## src/rtl/pipe_pkg.sv

```systemverilog
// Shared constants for the EX/MEM boundary: branch opcodes, stage FSM
// encoding and the default squash depth.
package pipe_pkg;

    localparam logic [5:0] OP_BEQ = 6'b000100;
    localparam logic [5:0] OP_BNE = 6'b000101;
    localparam logic [5:0] OP_BEV = 6'b001010;

    typedef enum logic {
        ST_RUN   = 1'b0,
        ST_FLUSH = 1'b1
    } state_t;

    localparam int FLUSH_DEPTH_DEFAULT = 2;

endpackage

```

## src/rtl/ex_mem_branch_stage_if.sv

```systemverilog
// ALU output bundle handed from the execute stage to the EX/MEM boundary.
// The ALU drives the master side; the pipeline register consumes the slave side.
interface ex_mem_branch_stage_if;

    logic        ex_valid;
    logic [5:0]  ex_opcod;
    logic [31:0] ex_pc;
    logic [31:0] ex_offset;
    logic [31:0] ex_result;
    logic [31:0] ex_result2;
    logic        ex_zeroflag;
    logic        ex_notequalflag;
    logic        ex_evenflag;
    logic [4:0]  ex_rd;
    logic        ex_regwrite;
    logic        ex_memread;
    logic        ex_memwrite;
    logic [31:0] ex_store_data;

    modport master (
        output ex_valid, ex_opcod, ex_pc, ex_offset, ex_result, ex_result2,
               ex_zeroflag, ex_notequalflag, ex_evenflag, ex_rd,
               ex_regwrite, ex_memread, ex_memwrite, ex_store_data
    );

    modport slave (
        input  ex_valid, ex_opcod, ex_pc, ex_offset, ex_result, ex_result2,
               ex_zeroflag, ex_notequalflag, ex_evenflag, ex_rd,
               ex_regwrite, ex_memread, ex_memwrite, ex_store_data
    );

endinterface

```

## src/rtl/branch_resolve.sv

```systemverilog
// Combinational branch decode: turns opcode plus ALU flags into a taken
// decision and computes the word-offset redirect target.
module branch_resolve
    import pipe_pkg::*;
(
    input  logic [5:0]  opcod,
    input  logic [31:0] pc,
    input  logic [31:0] offset,
    input  logic        zeroflag,
    input  logic        notequalflag,
    input  logic        evenflag,
    output logic        taken,
    output logic [31:0] target
);

    always_comb begin
        taken = 1'b0;
        case (opcod)
            OP_BEQ:  taken = zeroflag;
            OP_BNE:  taken = notequalflag;
            OP_BEV:  taken = evenflag;
            default: taken = 1'b0;
        endcase
    end

    // Offset is in words; the add wraps modulo 2^32 by construction.
    assign target = pc + 32'd4 + (offset << 2);

endmodule

```

## src/rtl/ex_mem_branch_stage.sv

```systemverilog
// EX/MEM pipeline register with branch resolution, PC redirect and a
// wrong-path squash window counted in incoming instructions.
module ex_mem_branch_stage
    import pipe_pkg::*;
#(
    parameter int FLUSH_DEPTH = FLUSH_DEPTH_DEFAULT,
    parameter int CNT_W       = 16
) (
    input  logic                  clk,
    input  logic                  reset,
    input  logic                  stall,
    ex_mem_branch_stage_if.slave  ex,
    output logic                  mem_valid,
    output logic [31:0]           mem_result,
    output logic [31:0]           mem_result2,
    output logic [4:0]            mem_rd,
    output logic                  mem_regwrite,
    output logic                  mem_memread,
    output logic                  mem_memwrite,
    output logic [31:0]           mem_store_data,
    output logic                  branch_taken,
    output logic [31:0]           branch_target,
    output logic                  flushing,
    output logic [CNT_W-1:0]      taken_count
);

    localparam logic [2:0] FLUSH_LOAD = 3'(FLUSH_DEPTH);

    state_t      state, state_next;
    logic [2:0]  flush_cnt, flush_cnt_next;
    logic        accept;
    logic        take_branch;
    logic        br_taken;
    logic [31:0] br_target;

    branch_resolve u_resolve (
        .opcod        (ex.ex_opcod),
        .pc           (ex.ex_pc),
        .offset       (ex.ex_offset),
        .zeroflag     (ex.ex_zeroflag),
        .notequalflag (ex.ex_notequalflag),
        .evenflag     (ex.ex_evenflag),
        .taken        (br_taken),
        .target       (br_target)
    );

    always_ff @(posedge clk or posedge reset) begin
        if (reset) begin
            state     <= ST_RUN;
            flush_cnt <= 3'd0;
        end else if (!stall) begin
            state     <= state_next;
            flush_cnt <= flush_cnt_next;
        end
    end

    // The squash window only advances on valid instructions, never on bubbles.
    always_comb begin
        state_next     = state;
        flush_cnt_next = flush_cnt;
        case (state)
            ST_RUN: begin
                if (take_branch) begin
                    state_next     = ST_FLUSH;
                    flush_cnt_next = FLUSH_LOAD;
                end
            end
            ST_FLUSH: begin
                if (ex.ex_valid) begin
                    flush_cnt_next = flush_cnt - 3'd1;
                    if (flush_cnt == 3'd1) begin
                        state_next = ST_RUN;
                    end
                end
            end
            default: state_next = ST_RUN;
        endcase
    end

    always_comb begin
        accept      = ex.ex_valid && !stall && (state == ST_RUN);
        take_branch = accept && br_taken;
        flushing    = (state == ST_FLUSH);
    end

    always_ff @(posedge clk or posedge reset) begin
        if (reset) begin
            mem_valid      <= 1'b0;
            mem_result     <= '0;
            mem_result2    <= '0;
            mem_rd         <= '0;
            mem_regwrite   <= 1'b0;
            mem_memread    <= 1'b0;
            mem_memwrite   <= 1'b0;
            mem_store_data <= '0;
            branch_taken   <= 1'b0;
            branch_target  <= '0;
            taken_count    <= '0;
        end else if (!stall) begin
            mem_valid    <= accept;
            mem_regwrite <= accept && ex.ex_regwrite;
            mem_memread  <= accept && ex.ex_memread;
            mem_memwrite <= accept && ex.ex_memwrite;
            branch_taken <= take_branch;
            if (accept) begin
                mem_result     <= ex.ex_result;
                mem_result2    <= ex.ex_result2;
                mem_rd         <= ex.ex_rd;
                mem_store_data <= ex.ex_store_data;
            end
            if (take_branch) begin
                branch_target <= br_target;
                taken_count   <= taken_count + 1'b1;
            end
        end
    end

endmodule
```

## src/flat_wrapper.sv

```systemverilog
// flat-port wrapper written by rule: the top's interface ports become plain ports
module ex_mem_branch_stage_flat import pipe_pkg::*;
#(
    parameter int FLUSH_DEPTH = FLUSH_DEPTH_DEFAULT,
    parameter int CNT_W       = 16
)
  (clk, reset, stall, mem_valid, mem_result, mem_result2, mem_rd, mem_regwrite, mem_memread, mem_memwrite, mem_store_data, branch_taken, branch_target, flushing, taken_count, ex_ex_valid, ex_ex_opcod, ex_ex_pc, ex_ex_offset, ex_ex_result, ex_ex_result2, ex_ex_zeroflag, ex_ex_notequalflag, ex_ex_evenflag, ex_ex_rd, ex_ex_regwrite, ex_ex_memread, ex_ex_memwrite, ex_ex_store_data);
  ex_mem_branch_stage_if ex_i ();
  input  logic clk;
  input  logic reset;
  input  logic stall;
  output logic mem_valid;
  output logic [31:0] mem_result;
  output logic [31:0] mem_result2;
  output logic [4:0] mem_rd;
  output logic mem_regwrite;
  output logic mem_memread;
  output logic mem_memwrite;
  output logic [31:0] mem_store_data;
  output logic branch_taken;
  output logic [31:0] branch_target;
  output logic flushing;
  output logic [CNT_W-1:0] taken_count;
  input wire logic [$bits(ex_i.ex_valid)-1:0] ex_ex_valid;
  input wire logic [$bits(ex_i.ex_opcod)-1:0] ex_ex_opcod;
  input wire logic [$bits(ex_i.ex_pc)-1:0] ex_ex_pc;
  input wire logic [$bits(ex_i.ex_offset)-1:0] ex_ex_offset;
  input wire logic [$bits(ex_i.ex_result)-1:0] ex_ex_result;
  input wire logic [$bits(ex_i.ex_result2)-1:0] ex_ex_result2;
  input wire logic [$bits(ex_i.ex_zeroflag)-1:0] ex_ex_zeroflag;
  input wire logic [$bits(ex_i.ex_notequalflag)-1:0] ex_ex_notequalflag;
  input wire logic [$bits(ex_i.ex_evenflag)-1:0] ex_ex_evenflag;
  input wire logic [$bits(ex_i.ex_rd)-1:0] ex_ex_rd;
  input wire logic [$bits(ex_i.ex_regwrite)-1:0] ex_ex_regwrite;
  input wire logic [$bits(ex_i.ex_memread)-1:0] ex_ex_memread;
  input wire logic [$bits(ex_i.ex_memwrite)-1:0] ex_ex_memwrite;
  input wire logic [$bits(ex_i.ex_store_data)-1:0] ex_ex_store_data;
  assign ex_i.ex_valid = ex_ex_valid;
  assign ex_i.ex_opcod = ex_ex_opcod;
  assign ex_i.ex_pc = ex_ex_pc;
  assign ex_i.ex_offset = ex_ex_offset;
  assign ex_i.ex_result = ex_ex_result;
  assign ex_i.ex_result2 = ex_ex_result2;
  assign ex_i.ex_zeroflag = ex_ex_zeroflag;
  assign ex_i.ex_notequalflag = ex_ex_notequalflag;
  assign ex_i.ex_evenflag = ex_ex_evenflag;
  assign ex_i.ex_rd = ex_ex_rd;
  assign ex_i.ex_regwrite = ex_ex_regwrite;
  assign ex_i.ex_memread = ex_ex_memread;
  assign ex_i.ex_memwrite = ex_ex_memwrite;
  assign ex_i.ex_store_data = ex_ex_store_data;
  ex_mem_branch_stage #(.FLUSH_DEPTH(FLUSH_DEPTH), .CNT_W(CNT_W)) u_core (.clk(clk), .reset(reset), .stall(stall), .ex(ex_i), .mem_valid(mem_valid), .mem_result(mem_result), .mem_result2(mem_result2), .mem_rd(mem_rd), .mem_regwrite(mem_regwrite), .mem_memread(mem_memread), .mem_memwrite(mem_memwrite), .mem_store_data(mem_store_data), .branch_taken(branch_taken), .branch_target(branch_target), .flushing(flushing), .taken_count(taken_count));
endmodule
```

## config.mk

```make
export PLATFORM = sky130hd
export DESIGN_NAME = ex_mem_branch_stage_flat
export DESIGN_NICKNAME = d
export VERILOG_FILES = /design/src/rtl/pipe_pkg.sv /design/src/rtl/ex_mem_branch_stage_if.sv /design/src/rtl/branch_resolve.sv /design/src/rtl/ex_mem_branch_stage.sv /design/src/flat_wrapper.sv
export SDC_FILE = /design/constraint.sdc
export NUM_CORES = 1
export LEC_CHECK = 0
export CAP_MARGIN = 20
export CORE_ASPECT_RATIO = 1.75
export CORE_MARGIN = 2
export CORE_UTILIZATION = 43
export DETAILED_ROUTE_END_ITERATION = 8
export PLACE_DENSITY = 0.81
export SLEW_MARGIN = 20
export SYNTH_ARGS = -nofsm -noshare
export SYNTH_HDL_FRONTEND = slang
export SYNTH_HIERARCHICAL = 1
export SYNTH_SLANG_ARGS = --single-unit
export TNS_END_PERCENT = 5
```

## constraint.sdc

```tcl
create_clock -name clk -period 7.4 [get_ports clk]
set_clock_uncertainty 0.2 [all_clocks]
set_input_delay 1.48 -clock clk [delete_from_list [all_inputs] [get_ports clk]]
set_output_delay 1.48 -clock clk [all_outputs]
set_load 0.02 [all_outputs]
```

==> results of run 1 <==
cell type report:
cell class              count  area, um2  area share, %
flip-flops and latches    158       3950           32.5
multi-input cells         428       3850           31.6
repair buffers            338       3370           27.7
clock buffers              20        437           3.59
well taps                 238        298           2.45
clock inverters            12        210           1.73
inverters                  11       46.3          0.381
diodes                      1       2.50         0.0206
layer usage:
metal / wire (um) / vias to the layer above / track usage, %
met5: 0 / - / 0
met4: 781 / 0 / 10.0
met3: 1460 / 41 / 5.98
met2: 11900 / 229 / 41.6
met1: 7620 / 2977 / 21.9
li1: - / 2905 / -
sequential cells by signal, summed over array words and instances (netlist names):
| name | flops |
|---|---|
| u_core/branch_taken | 1 |
| u_core/branch_target | 32 |
| u_core/flush_cnt | 3 |
| u_core/flushing | 1 |
| u_core/mem_memread | 1 |
| u_core/mem_memwrite | 1 |
| u_core/mem_rd | 5 |
| u_core/mem_regwrite | 1 |
| u_core/mem_result | 32 |
| u_core/mem_result2 | 32 |
| u_core/mem_store_data | 32 |
| u_core/mem_valid | 1 |
| u_core/taken_count | 16 |
worst max-delay path by stage:
stage               startpoint                  endpoint  slack [ns]  depth (start not counted)
2_1_floorplan            reset       u_core/branch_taken        1.46                          1
3_3_place_gp   ex_ex_offset[1]  u_core/branch_target[31]        2.22                         12
3_5_place_dp   ex_ex_offset[1]  u_core/branch_target[31]        2.18                         12
4_1_cts        ex_ex_offset[1]  u_core/branch_target[31]        2.63                         12
5_1_grt        ex_ex_offset[1]  u_core/branch_target[31]        2.42                         12
6_report       ex_ex_offset[1]  u_core/branch_target[31]        2.58                         12
where the power goes:
part           switching [mW]  internal [mW]  total (mW)
Clock                   0.366          0.604       0.970
Combinational           0.597          0.680        1.28
Sequential              0.110           1.07        1.18
Total                    1.07           2.36        3.43
per-stage QoR:
step	util, %	worst slack (ns)	std cells	power, mW
3_5_place_dp	62.5	2.18	1173	2.48
5_1_grt	66.1	2.42	1206	3.59
4_1_cts	66.1	2.63	1205	3.47
6_report	66.1	2.58	1206	3.43
3_3_place_gp	62.5	2.22	1173	2.45
2_1_floorplan	-	1.46	620	1.86
cell usage in the layout, fill, tap and decap left out, drive strengths merged, types with 2 or more instances in the layout:
master / count
nor2b: 4
bufinv: 5
a31oi: 7
o22ai: 2
o21ai: 18
inv: 13
o21bai: 3
a22o: 4
a21o: 13
clkinvlp: 3
dfrtp: 158
clkinv: 2
a211oi: 3
nor3: 4
nand3: 8
xor2: 16
a21oi: 29
nand2: 32
nor4: 3
o21a: 4
xnor2: 26
o211ai: 2
ha: 60
nor2: 19
and3: 6
clkbuf: 20
o31ai: 2
a21bo: 2
and4: 4
clkdlybuf4s50: 333
buf: 5
or2: 3
a2111oi: 4
mux2: 134
nand2b: 3
nand4: 3
cells by family (layout without fill, tap and decap cells):
kind of cell,after synthesis,count (layout),synth area share [%]
simple gates,94,94,6.65
xor+xnor,42,42,4.60
other cells,0,1,0
compound gates,97,97,8.29
flops,158,158,49.4
mux,134,134,18.9
buf+inv,34,381,2.52
fa+ha+maj,61,61,9.64
==> results.md, run 1 <==
- Clock tree buffer depth: 2
- Routed vias/inst: 5.10
- Ys flop type: dfrtp_1
- ANT nets after route: 0
- FFs w/ async S/R, synth: 100%
- Sink Count: approximately 160
- CTS tree: built
- Seq/Total Area, Yosys: 49.4%
- Syn Inst Count: 620
- Max Fanout on Critical Path: 5
- Seq cells post-synth: 158
- Hold WS: ~0.28 ns
- Nets@finish: 1196
- Share of layout cells above drive strength 1: about a fifth
- CP dominant cell by count: ha_1
- Max incr delay on CP: 0.43 ns
- Initial Util: 43.4%
- Avg WL per Cell: 18.1 um
- TNS Setup: 0 ns
- Min cycle time layout: 4.82 ns
- Worst slew margin: 35.6%
- Sink of the worst hold path: u_core/mem_valid
- R2r setup slk: 5.14 ns
- Outcome: finished, final reports clean
- Worst-Margin Slew: 0.967 ns
- Post-synthesis cell area: 8000 um2
- Vias in the first global route: 6385
- Row count: between 60 and 70
- Post-Route WL: between 20000 and 25000 um
- Post-synth EDFFs: 0
- Reg-to-reg endpoint: u_core/mem_result[24]
- Grt ovf: 0
- CP Class: in -> reg
- Area growth, synth to finish: 52.1%
- Inserted Clock Buffers: 17
- First-pass GRT wire length: 33300 um
- Synth Area per Inst: between 10 and 15 um2
- Critical-path cell list: clkdlybuf4s50_1, ha_1, ha_1, fa_1, a211oi_1, o21ai_0, a31oi_1, a21oi_1, o22ai_1, o31ai_1, xnor2_1, mux2_2
- Slowest-stage cell, CP: fa_1
- Synth cell types: 56
- Crit share post-route: approximately two thirds
- Final setup violating endpoints: 0
- Worst Setup Start Kind: primary input
- Synth warnings: 6
- IO buf count: roughly 330
- CTS root buffer: clkbuf_16
- DR vias: between 6000 and 7000
- Largest net degree at the start of global routing: roughly 110
- Yosys top cell area share: between 40% and 50%
- Hold Path Depth: 1
- Number of fill cells: 1429
- H-tree depth: 4
- GRT Util Overall: 22.0%
- Syn Nets: 862
- Pwr/cell area: 282 nW/um2
- WP data required: 7.50 ns
- Slew Limit Fails: 0
- Top cells by area, synth: dfrtp_1 49%, mux2_2 19%, ha_1 9.4%
- Most frequent cells after synthesis: 158 x dfrtp_1, 134 x mux2_2, 60 x ha_1
- Initial antenna violation count: 1
- F_max: 0.208 GHz
- # hold bufs at CTS: 0
- Finished Cell Area: 12200 um2
- DIE WIDTH: 107 um
- Worst skew pair latency: 0.41 ns
- Die Y: 184 um
- Most common cell in the netlist: dfrtp_1
- GPL Wtd Cong: between 0.8 and 0.9
- Final Hold Viols: 0
- HPWL Detailed: 16900 um
- Peak supply drop: between 0.15 and 0.2 mV
- P_leak: 5.31 nW
- Leading area contributor after synthesis: dfrtp_1
- Worst Setup End Kind: flop
- CTS clock-pin slew for the worst setup and hold paths: 0.06 ns
- Maxcap violations: 0
- R2R cell count: 3
- Min-delay worst type: reg -> reg
- DP Area: 11500 um2
- Post-CTS Setup Inserts: 0
- Hold_sp: u_core/mem_valid
- Worst path top cell family by delay: compound AO/OA/AOI/OAI gates
- Pre-Repair DR Iteration Count: 4
- CTS resizes: 0
- Starting DRT DRC Count: 260
- Io pins: 336
- # DRC: 0
- RSZ-0062 raised after global routing: false
- CP arrival: 4.91 ns
- Core ar.: 18400 um2
- Worst path bufs/invs: 1
- DIE AREA: around 20000 um2
- Reg2reg start: u_core/flushing
(Power assumes the default switching activity.)
==> run 2: changes to the inputs <==
- CORE_UTILIZATION: 43 -> 39
- PLACE_DENSITY: 0.81 -> 0.77
- clock period: 7.4 -> 4.3 ns (I/O delays scaled with it)
==> run 2 against run 1 <==
Net effect: via count is 0.99% higher; combinational power grew 75%; global-route usage decreased by 1.3 points; hold slack better by 0.014 ns; worst setup slack worse by 2.1 ns; cell count is 1.6% higher; critical path depth rose by 1; critical endpoint is now u_core/branch_target[25]; clock-buffer cell count did not move; sequential power grew 73%; sequential share of layout area is 0.080 points lower.
==> results.md, run 2 (synthesis results as in run 1) <==
- Outcome: finished, final reports clean
- Area growth, synth to finish: 52.5%
- Layout Utilization: 60.4%
- Io pins: 336
- P_leak: 5.34 nW
- CP Class: in -> reg
- Die Y: 193 um
- GR Util met1: a little under 20%
- Worst-Margin Slew: 0.856 ns
- Pwr/cell area: 465 nW/um2
- Vias in the first global route: between 6000 and 7000
- Hold WS: 0.294 ns
- # DRC: 0
- Min cycle time layout: 3.84 ns
- Reg2reg start: u_core/flushing
- IO buf count: 333
- Largest net degree at the start of global routing: 159
- Post-CTS Setup Inserts: 0
- Slowest-stage cell, CP: fa_1
- DIE WIDTH: 112 um
- Final setup violating endpoints: 0
- Initial antenna violation count: 0
- Post-Route WL: 22300 um
- GRT met3 Usage: 5.01%
- GR met2 Demand/Resource: 41.3%
- Sink Count: approximately 160
- Worst slew margin: 43.0%
- Sink of the worst hold path: u_core/branch_taken
- H-tree depth: 4
- CTS tree: built
- HPWL Detailed: about 17000 um
- CTS resizes: 0
- R2r setup slk: 2.30 ns
- GPL Wtd Cong: 0.858
- Antenna cell count: 0
- Core ar.: 20200 um2
- Most frequent cells in the layout: 333 x clkdlybuf4s50_1, 158 x dfrtp_1, 134 x mux2_2
- GRT Util Overall: 20.8%
- F_max: 0.260 GHz
- DIE AREA: 21700 um2
- Routed vias/inst: about 5.1
- Row count: 69
- Avg WL per Cell: 18.2 um
- Max Fanout on Critical Path: 4
- Worst Setup End Kind: flop
- TNS Setup: 0 ns
- # hold bufs at CTS: 0
- First-pass GRT wire length: 35300 um
- Initial Util: 39.6%
- CTS clock-pin slew for the worst setup and hold paths: 0.06 ns
- Hold_sp: u_core/branch_taken
- CTS root buffer: clkbuf_16
- Final Hold Viols: 0
- Clock tree buffer depth: 2
- R2R cell count: 3
- Commonest non-fill, non-tap cell in the layout: clkdlybuf4s50_1
- Reg-to-reg endpoint: u_core/branch_target[24]
- DR vias: 6213
- Nets@finish: 1210
- Maxcap violations: 0
- Hold Path Depth: 2
- Share of layout cells above drive strength 1: 20.2%
- ANT nets after route: 0
- Max incr delay on CP: 0.42 ns
- WP data required: 4.41 ns
- Worst Setup Start Kind: primary input
- Worst skew pair latency: 0.42 ns
- Grt ovf: 0
- Slew Limit Fails: 0
- Peak supply drop: 0.389 mV
- Crit share post-route: 89.3%
- Starting DRT DRC Count: 222
- RSZ-0062 raised after global routing: false
- Pre-Repair DR Iteration Count: 4
- Min-delay worst type: reg -> reg
- CP arrival: 3.95 ns
- Inserted Clock Buffers: 17
- Critical-path cell list: clkdlybuf4s50_1, ha_1, ha_1, fa_1, a211oi_1, o21ai_0, a31oi_1, buf_4, nand2_1, a21bo_2, a21bo_2, xor2_1, mux2_2
- Gr busiest metal: met2
==> run 2: cell types whose count changed in the layout (fill, tap and decap cells not counted), sizes merged <==
cell    change
buf        +14
bufinv      -4
clkinv      +3
diode       -1
inv         -3
==> run 2: final cells by class <==
class	instances	area, um2
Clock buffer	20	457
Clock inverter	8	70.1
Fill cell	1681	8010
Inverter	11	45.0
Multi-Input combinational cell	428	3850
Sequential cell	158	3950
Tap cell	248	310
Timing Repair Buffer	352	3510
==> run 2: how the worst max path moves through the flow <==
stage,startpoint,endpoint
final,ex_ex_offset[1],u_core/branch_target[25]
after detailed placement,ex_ex_offset[1],u_core/branch_target[25]
after CTS,ex_ex_offset[1],u_core/branch_target[25]
after global routing,ex_ex_offset[1],u_core/branch_target[25]
after global placement,ex_ex_offset[1],u_core/branch_target[25]
after floorplan,ex_ex_offset[1],u_core/branch_target[25]
==> run 2: critical path, delay by kind of cell <==
kind | cells | cell delay (ns)
xor gates and xnor gates | 1 | 0.13
buffers and inverters | 2 | 0.57
and+or+nand+nor | 1 | 0.09
adders and majority gates | 3 | 0.96
AOI/OAI and AO/OA | 5 | 1.08
muxes | 1 | 0.26
==> run 2: power breakdown <==
group / switching, mW / internal [mW] / leakage, nW / total (mW)
clock: 0.584 / 0.807 / 0.259 / 1.39
combinational: 1.05 / 1.20 / 3.14 / 2.24
sequential: 0.192 / 1.85 / 1.94 / 2.04
total: 1.82 / 3.85 / 5.34 / 5.67
==> run 2: through the flow <==
stage	area, um2	setup slack (ns)	instances	total power [mW]
2_1_floorplan	8000	0.606	620	3.20
3_3_place_gp	11700	0.0472	1197	4.27
3_5_place_dp	11700	0.0364	1197	4.33
4_1_cts	12200	0.488	1225	5.74
5_1_grt	12200	0.309	1225	5.95
6_report	12200	0.459	1225	5.67
==> run 2: routing by layer <==
metal,vias up,part of all wire [%]
met2,249,57
met1,2990,34
met5,-,0
met3,44,6.0
met4,0,3.1
li1,2930,-
==> RTL change 1 (flow settings as in run 1) <==
Register the output `taken_count` once more, cleared by the reset; this adds one clock of latency there. The other outputs are not delayed to match.
--- a/src/rtl/ex_mem_branch_stage.sv
+++ b/src/rtl/ex_mem_branch_stage.sv
@@ -27,2 +27,4 @@
     localparam logic [2:0] FLUSH_LOAD = 3'(FLUSH_DEPTH);
+
+    logic [CNT_W-1:0] taken_count_s0;
 
@@ -97,3 +99,3 @@
             branch_target  <= '0;
-            taken_count    <= '0;
+            taken_count_s0 <= '0;
         end else if (!stall) begin
@@ -112,3 +114,3 @@
                 branch_target <= br_target;
-                taken_count   <= taken_count + 1'b1;
+                taken_count_s0 <= taken_count_s0 + 1'b1;
             end
@@ -117,2 +119,10 @@
 
+    always_ff @(posedge clk or posedge reset) begin
+        if (reset) begin
+            taken_count <= '0;
+        end else begin
+            taken_count <= taken_count_s0;
+        end
+    end
+
 endmodule
Behaviour: not the same (a bounded check fails within 4 cycles, from zero or initial values and one cycle with reset high).
==> RTL change 1 against run 1 <==
Clock power decreased by 6.7%. Largest cell class unchanged. Critical path depth unchanged. Non-clock buffer count rose by 1. Highest routed layer unchanged. Largest power group is now sequential cells. Total power shrank 1.9%. Wire length rose by 8.7%. Cell area is 2.7% higher. Synthesized area rose by 4.5%. Utilization is 0.68 points lower. Fmax up 0.85%. Synthesized cell count up 37%. Setup slack improved by 41 ps. Via count up 17%. Sequential cell count is 16 higher.
==> RTL change 1: results (changes against run 1) <==
.. list-table::
   :header-rows: 1

   * - Metric
     - Value
   * - Wire length of the first global-routing pass
     - 37,290 um (+12%)
   * - Number of global-route vias before repair
     - 7,420 (+16%)
   * - Drt wl/cell
     - 16.63 um (-8.0%)
   * - Hold Path Origin
     - u_core/taken_count_s0[15]$_DFFE_PP0P_
   * - Synthesized area
     - 0.008359 mm2 (+4.5%)
   * - Via count of the routed design
     - 7,194 (+17%)
   * - Routed wl met2
     - 12,540 um (+4.9%)
   * - Antenna violations before repair
     - 0 (-1)
   * - Cells on worst reg2reg path
     - 5 (+2)
   * - Nets in the synthesized netlist
     - 1,092 (+27%)
   * - Fraction of synthesized area in multiplexers
     - 4.580% (-14 points)
   * - Dpl hpwl
     - 17,830 um (+5.8%)
   * - Commonest cells in the netlist
     - 333 x nand2_1, 174 x dfrtp_1, 60 x ha_1
   * - GRT Util Overall
     - 23.36% (+1.3 points)
   * - Metal3 WL
     - 1720 um (+18%)
   * - DRT met1 WL
     - 8292 um (+8.8%)
   * - Sequential cell area fraction in the yosys report
     - 52.09% (+2.7 points)
   * - Final #Nets
     - 1,414 (+18%)
   * - Latest clock arrival within the worst-skew pair
     - 430 ps (+20 ps)
   * - Inserted Diodes
     - 0 (-1)
   * - Gp weighted congestion
     - 0.8619 (-2.5%)
   * - Setup WS pre-CTS
     - 2191 ps (+12.35 ps)
   * - Ratio of cells with drive above 1 in the final layout
     - 5.063% (-14 points)
   * - WHS Path Cells
     - 0 (-1)
   * - Post-synthesis share of cell area spent on xor and xnor gates
     - 4.401% (-0.20 points)
   * - FF-to-FF End
     - u_core/taken_count_s0[14]$_DFFE_PP0P_
   * - Area share of fa/ha/maj cells after synthesis
     - 9.220% (-0.42 points)
   * - Result of the run
     - finished, final reports clean
   * - Actual transition at the worst max-transition pin
     - 1083 ps (+116.8 ps)
   * - Worst endpoint data arrival time
     - 4880 ps (-30 ps)
   * - Fraction of the mapped netlist area in compound gates
     - 7.843% (-0.45 points)
   * - Drt first-iter violations
     - 283 (+8.8%)
   * - Layout filler cell count
     - 1,532 (+7.2%)
   * - Worst R2R Setup Slack
     - 5150 ps (about the same)
   * - Largest net degree at the start of global routing
     - 106 (+0.95%)
   * - Reported leakage power
     - 0.006052 uW (+14%)
   * - Worst-case vdd ir drop
     - 172.7 uV (+2.5%)
## RTL change 1: power breakdown
part	total [uW]	internal (uW)	switching, uW	leakage [uW]
registers	1250	1150	107	0.00224
logic	1210	575	632	0.00352
clock network	905	512	393	0.000290
## RTL change 1: kinds of logic after synthesis
kind of cell / after synthesis
AOI/OAI and AO/OA: 96
DFF: 174
adders and majority gates: 61
and+or+nand+nor: 396
xor gates and xnor gates: 42
buffers and inverters: 47
muxes: 34
## RTL change 1: through the flow
stage	cells	cell area (um2)	hold WS [ps]	utilization, %
global placement	1394	11900	186.5	62.27
detailed placement	1394	11900	201.1	62.27
floorplan	850	8359	172.9	-
CTS	1426	12500	206.5	65.39
global route	1426	12500	213.8	65.39
finish	1426	12500	203.9	65.39
## RTL change 1: area by class of cell
type / instances / share of cell area (%)
clock buffer: 18 / 3.514
clock inverter: 14 / 1.251
inverter: 11 / 0.3704
multi-input combinational: 629 / 30.58
sequential: 174 / 34.84
tap: 241 / 2.413
timing repair buffer: 339 / 27.03
## RTL change 1: layer usage
layer	global-route usage (%)	up-vias
met4	13.19	0
met1	24.15	3376
met5	0	-
met2	41.52	283
li1	-	3460
met3	6.088	75
## RTL change 1: worst max-delay path by stage
stage	start	cells past startpoint	end	slack [ps]
final	ex_ex_offset[1]	12	u_core/branch_target[31]$_DFFE_PP0P_	2630
after global routing	ex_ex_offset[1]	12	u_core/branch_target[31]$_DFFE_PP0P_	2450
after CTS	ex_ex_offset[1]	12	u_core/branch_target[31]$_DFFE_PP0P_	2650
after detailed placement	ex_ex_offset[1]	12	u_core/branch_target[31]$_DFFE_PP0P_	2190
after global placement	ex_ex_offset[1]	12	u_core/branch_target[31]$_DFFE_PP0P_	2220
after floorplan	reset	1	u_core/branch_taken$_DFFE_PP0N_	1000
==> RTL change 2 (settings of run 1) <==
Made on the original files. `CNT_W` is set to 16 in 2 places; all go to 24.
--- a/src/rtl/ex_mem_branch_stage.sv
+++ b/src/rtl/ex_mem_branch_stage.sv
@@ -6,3 +6,3 @@
     parameter int FLUSH_DEPTH = FLUSH_DEPTH_DEFAULT,
-    parameter int CNT_W       = 16
+    parameter int CNT_W       = 24
 ) (
--- a/src/flat_wrapper.sv
+++ b/src/flat_wrapper.sv
@@ -4,3 +4,3 @@
     parameter int FLUSH_DEPTH = FLUSH_DEPTH_DEFAULT,
-    parameter int CNT_W       = 16
+    parameter int CNT_W       = 24
 )
Interface: changed (resized taken_count); port bits go from 336 to 344. No check against the original RTL was run, so the function may have changed too.
==> RTL change 2 against run 1 <==
Final cell count rose by 9.0%. Total power fell by 1.8%. Setup slack improved by 81 ps. Wire length rose by 9.0%. Cell area rose by 3.2%. Sequential cell count rose by 8. Critical endpoint unchanged. Critical path type unchanged. Utilization fell by 0.65 points. Via count rose by 11%. Synthesized area rose by 5.1%.
==> RTL change 2: results (changes against run 1) <==
.. list-table::
   :header-rows: 1

   * - Metric
     - Value
   * - Result of the run
     - finished, final reports clean
   * - Worst R2R Setup Slack
     - 4790 ps (-350 ps)
   * - DRT met1 WL
     - 8224 um (+7.9%)
   * - Wire length of the first global-routing pass
     - 36,490 um (+9.6%)
   * - Yosys cell types
     - 58 (+3.6%)
   * - Sequential cell area fraction in the yosys report
     - 49.44% (about the same)
   * - Worst endpoint data arrival time
     - 4840 ps (-70 ps)
   * - Critical Path Slowest Stage Cell
     - clkdlybuf4s50_1
   * - Design Power
     - 3368 uW (-1.8%)
   * - Sequential power
     - 1230 uW (+4%)
   * - Fraction of met3 tracks used by global routing
     - 7.780% (+1.8 points)
   * - Number of global-route vias before repair
     - 6,983 (+9.4%)
   * - Final worst path period need
     - 4735 ps (-80.84 ps)
   * - Cell count after placement
     - 1,281 (+9.2%)
   * - Gp weighted congestion
     - 0.9388 (+6.2%)
   * - Synthesized area per cell
     - 11.59 um2 (-10%)
   * - Crit path largest cell delay
     - 470 ps (+40 ps)
   * - Met2 track demand over resource
     - 41.19% (-0.45 points)
   * - GRT Util Overall
     - 22.84% (+0.80 points)
   * - Switching fraction of total power
     - 32.66% (+1.4 points)
   * - Hold Path Origin
     - u_core/taken_count[23]$_DFFE_PP0P_
   * - Reported leakage power
     - 0.005499 uW (+3.6%)
   * - Ratio of cells with drive above 1 in the final layout
     - 14.18% (-5.0 points)
   * - Commonest cells in the netlist
     - 166 x dfrtp_1, 126 x nand2_1, 99 x mux2_2
   * - Number of input and output port buffers inserted
     - 341 (+2.4%)
   * - Final-layout worst hold slack
     - 270.3 ps (-10.34 ps)
   * - Largest net degree at the start of global routing
     - 110 (+4.8%)
   * - Routed wl met2
     - 12,430 um (+4.1%)
   * - Cells on worst reg2reg path
     - 4 (+1)
   * - Dpl hpwl
     - 17,740 um (+5.3%)
   * - Cell types with the largest area share after synthesis
     - dfrtp_1 49%, mux2_2 13%, ha_1 8.9%
   * - Critical path startpoint
     - ex_ex_pc[3]
## RTL change 2: cell types whose count changed in the layout (fill, tap and decap cells not counted), sizes merged, moves of 2 or more
cell                  run 1  this run
buf                       5         3
bufinv                    5         1
clkdlybuf4s50           333       341
clkinv                    2         5
dfrtp                   158       166
mux2                    134       102
nand2                    32       126
nand3                     8        14
nand4                     3        13
nor2                     19        21
nor3                      4         7
xnor2                    26        34
## RTL change 2: layout make-up
| type | instances | area, um2 |
|---|---|---|
| fill | 1502 | 6639 |
| sequential | 166 | 4154 |
| multi-input combinational | 519 | 4029 |
| timing repair buffer | 344 | 3448 |
| clock buffer | 20 | 456.7 |
| tap | 241 | 301.5 |
| clock inverter | 12 | 117.6 |
| inverter | 11 | 48.80 |
| antenna | 1 | 2.502 |
## RTL change 2: kinds of logic after synthesis
group | share of synthesized area, %
simple gates | 11.94
flops | 49.44
mux | 13.67
compound gates | 7.893
fa+ha+maj | 9.174
xor+xnor | 5.212
buf+inv | 2.666
